### config.mk
export PLATFORM = sky130hd
export DESIGN_NAME = blinds_position_ctrl_flat
export DESIGN_NICKNAME = d
export VERILOG_FILES = /design/src/rtl/blinds_position_ctrl_pkg.sv /design/src/rtl/blinds_position_ctrl_if.sv /design/src/rtl/blinds_position_ctrl_btn_edge.sv /design/src/rtl/blinds_position_ctrl.sv /design/src/flat_wrapper.sv
export SDC_FILE = /design/constraint.sdc
export NUM_CORES = 1
export LEC_CHECK = 0
export ABC_AREA = 1
export CAP_MARGIN = 20
export CORE_MARGIN = 2
export CORE_UTILIZATION = 41
export DETAILED_ROUTE_END_ITERATION = 12
export DONT_BUFFER_PORTS = 1
export GPL_TIMING_DRIVEN = 0
export HOLD_SLACK_MARGIN = 0.15
export PLACE_DENSITY_LB_ADDON = 0.2
export REMOVE_ABC_BUFFERS = 1
export SETUP_SLACK_MARGIN = 0.2
export SLEW_MARGIN = 20
export SYNTH_ARGS = -nofsm -noshare
export SYNTH_HDL_FRONTEND = slang
export SYNTH_SLANG_ARGS = --single-unit
### constraint.sdc
create_clock -name clk -period 1.7 [get_ports clk]
set_clock_uncertainty 0.1 [all_clocks]
set_input_delay 0.255 -clock clk [delete_from_list [all_inputs] [get_ports clk]]
set_output_delay 0.255 -clock clk [all_outputs]
set_load 0.03 [all_outputs]
### src/rtl/blinds_position_ctrl_pkg.sv
// Shared definitions for the roller-blind position controller and the
// downstream selector that decodes {a, b}.
package blinds_pkg;

    typedef logic [1:0] pos_t;

    localparam pos_t POS_CLOSED  = 2'b00;
    localparam pos_t POS_QUARTER = 2'b01;
    localparam pos_t POS_HALF    = 2'b10;
    localparam pos_t POS_FULL    = 2'b11;

    typedef enum logic [1:0] {
        ST_IDLE      = 2'd0,
        ST_MOVE_UP   = 2'd1,
        ST_MOVE_DOWN = 2'd2
    } state_t;

    // Saturating target adjust; simultaneous up/down events cancel out.
    function automatic pos_t target_update(pos_t cur, logic up, logic down);
        pos_t nxt;
        nxt = cur;
        if (up && !down && cur != POS_FULL) begin
            nxt = cur + 2'd1;
        end else if (down && !up && cur != POS_CLOSED) begin
            nxt = cur - 2'd1;
        end
        return nxt;
    endfunction

endpackage

### src/rtl/blinds_position_ctrl_if.sv
// Button inputs and selector/status outputs of the blind controller.
interface blinds_position_ctrl_if;
    logic btn_up;
    logic btn_down;
    logic a;
    logic b;
    logic moving;
    logic dir_up;
    logic at_target;

    modport master (
        output btn_up, btn_down,
        input  a, b, moving, dir_up, at_target
    );

    modport slave (
        input  btn_up, btn_down,
        output a, b, moving, dir_up, at_target
    );
endinterface

### src/rtl/blinds_position_ctrl_btn_edge.sv
// Rising-edge detector for one button level. History resets to 0, so a
// button already held at reset release yields a single event.
module blinds_btn_edge (
    input  logic clk,
    input  logic rst,
    input  logic level,
    output logic rise
);
    logic prev;

    always_ff @(posedge clk or posedge rst) begin
        if (rst) begin
            prev <= 1'b0;
        end else begin
            prev <= level;
        end
    end

    assign rise = level & ~prev;
endmodule

### src/rtl/blinds_position_ctrl.sv
// Steps the blind position one level at a time toward a button-set target,
// each step lasting TRAVEL_CYCLES clocks. Position drives {a, b} directly.
module blinds_position_ctrl
    import blinds_pkg::*;
#(
    parameter int TRAVEL_CYCLES = 100
) (
    input  logic                   clk,
    input  logic                   rst,
    blinds_position_ctrl_if.slave  bus
);
    localparam int CW = (TRAVEL_CYCLES > 1) ? $clog2(TRAVEL_CYCLES) : 1;
    localparam logic [CW-1:0] RELOAD = CW'(TRAVEL_CYCLES - 1);

    state_t        state, state_nx;
    pos_t          pos, pos_nx;
    pos_t          target, target_nx;
    logic [CW-1:0] cnt, cnt_nx;
    logic          dir_up, dir_up_nx;
    logic          up_evt, down_evt;
    pos_t          pos_inc, pos_dec;

    blinds_btn_edge u_edge_up (
        .clk   (clk),
        .rst   (rst),
        .level (bus.btn_up),
        .rise  (up_evt)
    );

    blinds_btn_edge u_edge_down (
        .clk   (clk),
        .rst   (rst),
        .level (bus.btn_down),
        .rise  (down_evt)
    );

    always_ff @(posedge clk or posedge rst) begin
        if (rst) begin
            state  <= ST_IDLE;
            pos    <= POS_CLOSED;
            target <= POS_CLOSED;
            cnt    <= '0;
            dir_up <= 1'b0;
        end else begin
            state  <= state_nx;
            pos    <= pos_nx;
            target <= target_nx;
            cnt    <= cnt_nx;
            dir_up <= dir_up_nx;
        end
    end

    assign pos_inc = pos + 2'd1;
    assign pos_dec = pos - 2'd1;

    always_comb begin
        state_nx  = state;
        pos_nx    = pos;
        cnt_nx    = cnt;
        dir_up_nx = dir_up;
        target_nx = target_update(target, up_evt, down_evt);

        // Decisions use the registered target; a same-cycle event is seen next cycle.
        case (state)
            ST_IDLE: begin
                if (target > pos) begin
                    state_nx  = ST_MOVE_UP;
                    cnt_nx    = RELOAD;
                    dir_up_nx = 1'b1;
                end else if (target < pos) begin
                    state_nx  = ST_MOVE_DOWN;
                    cnt_nx    = RELOAD;
                    dir_up_nx = 1'b0;
                end
            end
            ST_MOVE_UP: begin
                if (cnt != '0) begin
                    cnt_nx = cnt - CW'(1);
                end else begin
                    pos_nx = pos_inc;
                    if (target > pos_inc) begin
                        cnt_nx = RELOAD;
                    end else begin
                        state_nx = ST_IDLE;
                    end
                end
            end
            ST_MOVE_DOWN: begin
                if (cnt != '0) begin
                    cnt_nx = cnt - CW'(1);
                end else begin
                    pos_nx = pos_dec;
                    if (target < pos_dec) begin
                        cnt_nx = RELOAD;
                    end else begin
                        state_nx = ST_IDLE;
                    end
                end
            end
            default: begin
                state_nx = ST_IDLE;
            end
        endcase
    end

    assign bus.a         = pos[1];
    assign bus.b         = pos[0];
    assign bus.moving    = (state != ST_IDLE);
    assign bus.dir_up    = dir_up;
    assign bus.at_target = (pos == target) && (state == ST_IDLE);
endmodule

### src/flat_wrapper.sv
// flat-port wrapper written by rule: the top's interface ports become plain ports
module blinds_position_ctrl_flat import blinds_pkg::*;
#(
    parameter int TRAVEL_CYCLES = 100
)
  (clk, rst, bus_btn_up, bus_btn_down, bus_a, bus_b, bus_moving, bus_dir_up, bus_at_target);
  blinds_position_ctrl_if bus_i ();
  input  logic clk;
  input  logic rst;
  input wire logic [$bits(bus_i.btn_up)-1:0] bus_btn_up;
  input wire logic [$bits(bus_i.btn_down)-1:0] bus_btn_down;
  output wire logic [$bits(bus_i.a)-1:0] bus_a;
  output wire logic [$bits(bus_i.b)-1:0] bus_b;
  output wire logic [$bits(bus_i.moving)-1:0] bus_moving;
  output wire logic [$bits(bus_i.dir_up)-1:0] bus_dir_up;
  output wire logic [$bits(bus_i.at_target)-1:0] bus_at_target;
  assign bus_i.btn_up = bus_btn_up;
  assign bus_i.btn_down = bus_btn_down;
  assign bus_a = bus_i.a;
  assign bus_b = bus_i.b;
  assign bus_moving = bus_i.moving;
  assign bus_dir_up = bus_i.dir_up;
  assign bus_at_target = bus_i.at_target;
  blinds_position_ctrl #(.TRAVEL_CYCLES(TRAVEL_CYCLES)) u_core (.clk(clk), .rst(rst), .bus(bus_i));
endmodule
Word level (Yosys, flattened, before mapping)
Cells that the tools add are included.
{"block": "classes", "shifts": 0, "n_eq_ne": 11, "bitwise_logic": 4, "n_mux": 21, "add_sub_neg": 5, "mul": 0, "magnitude_cmp": 4, "n_reduce_logical": 19, "n_div": 0}
{"op": "two-way mux 7 bit", "n": 6}
{"op": "case mux 7 bit (3 select lines)", "n": 1}
{"op": "two-way mux 2 bit", "n": 10}
{"op": "!= test 2 bit, second input constant", "n": 5}
{"op": "nonzero test 2 bit", "n": 5}
{"op": "!= test 3 x 1 -> 1 bit, second input constant", "n": 3}
{"op": "nonzero test 7 bit", "n": 1}
{"op": "subtractor 7 x 1 -> 7 bit, second input constant", "n": 1}
{"op": "case mux 2 bit (3 select lines)", "n": 1}
{"op": "logical AND 1 bit", "n": 5}
{"op": "AND reduction 5 bit", "n": 1}
{"op": "adder 2 x 1 -> 2 bit, second input constant", "n": 2}
{"op": "greater-than comparator 2 bit", "n": 2}
{"op": "less-than comparator 2 bit", "n": 2}
{"op": "case mux 2 bit (2 select lines)", "n": 1}
{"op": "AND reduction 4 bit", "n": 1}
{"op": "subtractor 2 x 1 -> 2 bit, second input constant", "n": 2}
{"op": "AND reduction 3 bit", "n": 1}
{"op": "nonzero test 3 bit", "n": 1}
{"op": "bitwise AND 1 bit", "n": 2}
{"op": "equality test 2 x 1 -> 1 bit, second input constant", "n": 1}
{"op": "equality test 2 bit", "n": 1}
{"op": "equality test 2 bit, second input constant", "n": 1}
{"op": "logical NOT 1 bit", "n": 2}
{"op": "other kinds (4)", "n": 6}
{"block": "word_totals", "register_bits": 16, "romBits": 0, "in_bits": 4, "ramBits": 0, "latchBits": 0, "wordCells": 71, "mem_count": 0, "out_inout_bits": 5}

Logic depth before layout (Yosys ltp)
Gate-level depths: netlist (run 1).
{"block": "depth", "depth_word": 7, "mapped_depth": 12, "ltp_nobuf": 12}

Cells and area by module
From an unflattened synthesis (run 1), not the netlist that was laid out.
{"block": "unflattened", "cells_unflattened": 160, "area_unflattened_um2": 1176.1}
{"module": "blinds_position_ctrl", "n_inst": 1, "cells_per_inst": 152, "area_per_inst_um2": 1098.6}
{"module": "blinds_btn_edge", "n_inst": 2, "cells_per_inst": 4, "area_per_inst_um2": 38.8}

Least setup slack after synthesis (run 1)
No wires, ideal clock.
{"block": "synth_timing", "path_kind": "reg2reg", "from": "register u_core.pos[0]", "to": "register u_core.cnt[3]", "path_stages_with_launch": 10, "setup_ps": 65, "period_less_slack_ps": 2221, "slack_ps": -521, "arrival_time_ps": 2056, "cell_sequence": "dfrtp_1 -> inv_1 -> ha_1 -> inv_1 -> nand2_2 -> nor2_1 -> a21oi_4 -> nand3_2 -> nand2_1 -> nand2_1"}
{"block": "synth_via", "elab_chain_len": 4, "word_cells_on_any_way": 12, "cone_classes": "add/sub (2); order compare (4); eq/ne (3); mux (2); reduce/logical (1)"}
{"item": "start, declared", "line": "blinds_position_ctrl.sv:16", "rtl": "pos_t pos, pos_nx;"}
{"item": "start signal, assigned", "line": "blinds_position_ctrl.sv:46", "rtl": "pos <= pos_nx;"}
{"item": "subtractor 2 x 1 -> 2 bit or adder 2 x 1 -> 2 bit (tied branches)", "line": "blinds_position_ctrl.sv:54, blinds_position_ctrl.sv:53"}
{"item": "less-than comparator 2 bit or greater-than comparator 2 bit (tied branches)", "line": "blinds_position_ctrl.sv:93, blinds_position_ctrl.sv:81"}
{"item": "!= test 3 x 1 -> 1 bit (no source line)"}
{"item": "AND reduction 4 bit (no source line)"}
{"item": "end signal, assigned", "line": "blinds_position_ctrl.sv:48", "rtl": "cnt <= cnt_nx;"}
{"item": "end, declared", "line": "blinds_position_ctrl.sv:18", "rtl": "logic [CW-1:0] cnt, cnt_nx;"}
Parallel ways exist; a longest one is shown, timed or not.
A chain may end at the register's enable or synchronous reset.

Final worst setup path (run 1)
{"block": "layout_timing", "from": "register u_core.pos[0]", "to": "register u_core.cnt[6]"}
The elaborated chain is that of the path after synthesis.

==> results.ini, run 1 <==
[worst_setup_path]
cp_slowest_cell=dfrtp_2
worst-endpoint-required_ps=1780
crit_path_start_kind=flop
cp_top_family=simple AND/OR/NAND/NOR gates
path_buf_inv=1
arrival_ps=2010
critical_path.most_common_cell=nand2_1
critPathKind=flop to flop
worstSetupEndpointType=flop
path_cells=xnor2_2 -> buf_4 -> ha_1 -> nand2_1 -> nand2_1 -> nand2_2 -> nand3_1 -> nand3_4 -> nand2_1 -> nand2_1
max_stage_delay_ps=520
worst-path-max-fanout=7

[clock_network]
clock_latency_ps=280
cts_buffer_depth=2
clk_pin_slew_ps=100
cts_buffers=3
root_buffer=clkbuf_4
tritoncts=built
htree_levels=1
cts.sinks=16

[placed_design]
dp_slack_ps=-759
io_buffers=0
gp_congestion=0.827
post-dp-hpwl_um=1650

[status]
violations=setup timing
status=finished, violations left

[timing]
tns_ps=-1980
setup_ws_ps=-221
relSlewSlack_pct=56.4
period_needed_ps=1920
fmax_ghz=0.521
setup_viol=10
slew_violations=0
timing.hold.ws_ps=208
post-route-period-util_pct=113
hold_viol_final=0
tightest_slew_ps=653
rsz0062_at_grt=yes

[job]
max-cap-violations=0

[hold_path]
hold_class=primary input to flop

[floorplanning]
dieArea_sq_um=3260
die_height_um=57.1
die_w_um=57.1
core_sq_um=2710
fp-row-count=19
start_util_pct=42.7
pin_count=9

[logic_synthesis]
synth.top_cell.area_share_pct=34.6
synth.top_cells.by_area=dfrtp_1 (35%), nand2_1 (17%), ha_1 (12%)
postSynthCellCount=162
syn_avg_cell_area_sq_um=7.14
ys.warnings.count=0
yosysUniqueCellTypes=17
yosysTopAreaCell=dfrtp_1
ys_seq_area_share_pct=34.6
synth.cell_area_sq_um=1160
ys_ff_latch=16

[detailed_routing]
vias=1017
drt_pass1_iterations=4
drt-total-wl_um=2420
drt_iter0_drc=34
via_per_inst=4.77
post_drt_wl_per_cell_um=11.4
drtAntennaViolNets=0
drcViolationCount=0

[finish]
area_growth_syn_to_layout_pct=28.5
antenna-diode-count=0
final_common_cell=nand2_1
finalNetCount=198
drive_gt1_share_pct=30.8
final_cell_mix=nand2_1 (44), inv_1 (19), nand3_1 (16)

[grt]
grt_antenna_before_repair=0
gr-usage-all-layers_pct=17.4
grt_max_degree=17
grt_pass1_vias=998
grt_first_pass_wirelength_um=4450
overflow=0

[power_and_ir_drop]
p_leak_uw=0.000774
ir_worst_vdd_uv=607
powerDensity_nw_per_um2=730

[registers in the layout, indices dropped and copies added, names as in the netlist]
| name | count |
|---|---|
| u_core.pos | 2 |
| u_core.u_edge_down.prev | 1 |
| u_core.state | 2 |
| u_core.cnt | 7 |
| u_core.u_edge_up.prev | 1 |
| u_core.target | 2 |
| u_core.bus.dir_up | 1 |
[stage by stage]
stage / cell area, sq um / std cells / total power (uW) / util, %
6_report: 1490 / 213 / 1090 / 54.9
5_1_grt: 1490 / 213 / 1190 / 54.9
4_1_cts: 1400 / 208 / 1080 / 51.6
3_5_place_dp: 1200 / 193 / 724 / 44.1
3_3_place_gp: 1200 / 193 / 707 / 44.1
2_1_floorplan: 1160 / 162 / 667 / -
[path summary, 6_finish.rpt]
path	depth (start not counted)	slack, ps	endpoint	from
max	10	-220	u_core.cnt[6]	u_core.pos[0]
min	4	210	u_core.target[1]	bus_btn_up
max reg2reg	10	-220	u_core.cnt[6]	u_core.pos[0]
min reg2reg	2	420	u_core.cnt[6]	u_core.cnt[6]
max in group asynchronous	2	650	u_core.pos[1]	rst
min in group asynchronous	2	390	u_core.cnt[2]	rst
[Yosys cell counts, drive strengths merged]
cell type and instances:
nand2 57, nand4 2, nand3 17, dfrtp 16
nor2 17, xnor2 2, o21ai 6, xor2 3
inv 27, ha 11, a21oi 4
[cells by family (layout without fill, tap and decap cells)]
| kind of cell | Yosys count | in the layout | share of synthesized area (%) |
|---|---|---|---|
| AOI/OAI and AO/OA | 10 | 10 | 5.30 |
| xor gates and xnor gates | 5 | 5 | 3.78 |
| DFF | 16 | 16 | 34.6 |
| buffers and inverters | 27 | 47 | 8.76 |
| adders and majority gates | 11 | 11 | 11.9 |
| and+or+nand+nor | 93 | 93 | 35.7 |
[report_power, final]
group	internal [uW]	switching, uW
sequential	405	36.4
combinational	161	231
clock	130	122
[area by class of cell]
cell class                 count  area [sq um]
multi-input combinational    119           773
tap                           31          38.8
fill                         273          1220
timing repair buffer          16           131
sequential                    16           403
inverter                      27           105
clock buffer                   4          36.3
[routing by layer]
| layer | global-route usage, % | part of all wire [%] |
|---|---|---|
| met3 | 2.95 | 2.1 |
| met2 | 29.4 | 50 |
| met1 | 22.6 | 47 |
| met5 | 0 | 0 |
| met4 | 5.98 | 0.95 |
[worst min-delay path, delay by kind of cell]
kind | cells | cell delay (ps)
compound gates | 2 | 140
simple gates | 2 | 150
[repair_timing]
action	4_1_cts	5_1_grt
endpoints found under the setup margin	14	14
gates cloned	0	0
hold buffers	3	0
gates resized for setup	20	19
pin swaps	18	15
setup buffers	8	5
hold endpoints to repair	19	0
Power figures use the tool's default switching activity.
==> inputs of run 2 (changes only) <==
- CAP_MARGIN: 20 -> not set
==> results of run 2 <==
Same layout as run 1: the final DEF is identical, and so are final timing and power.
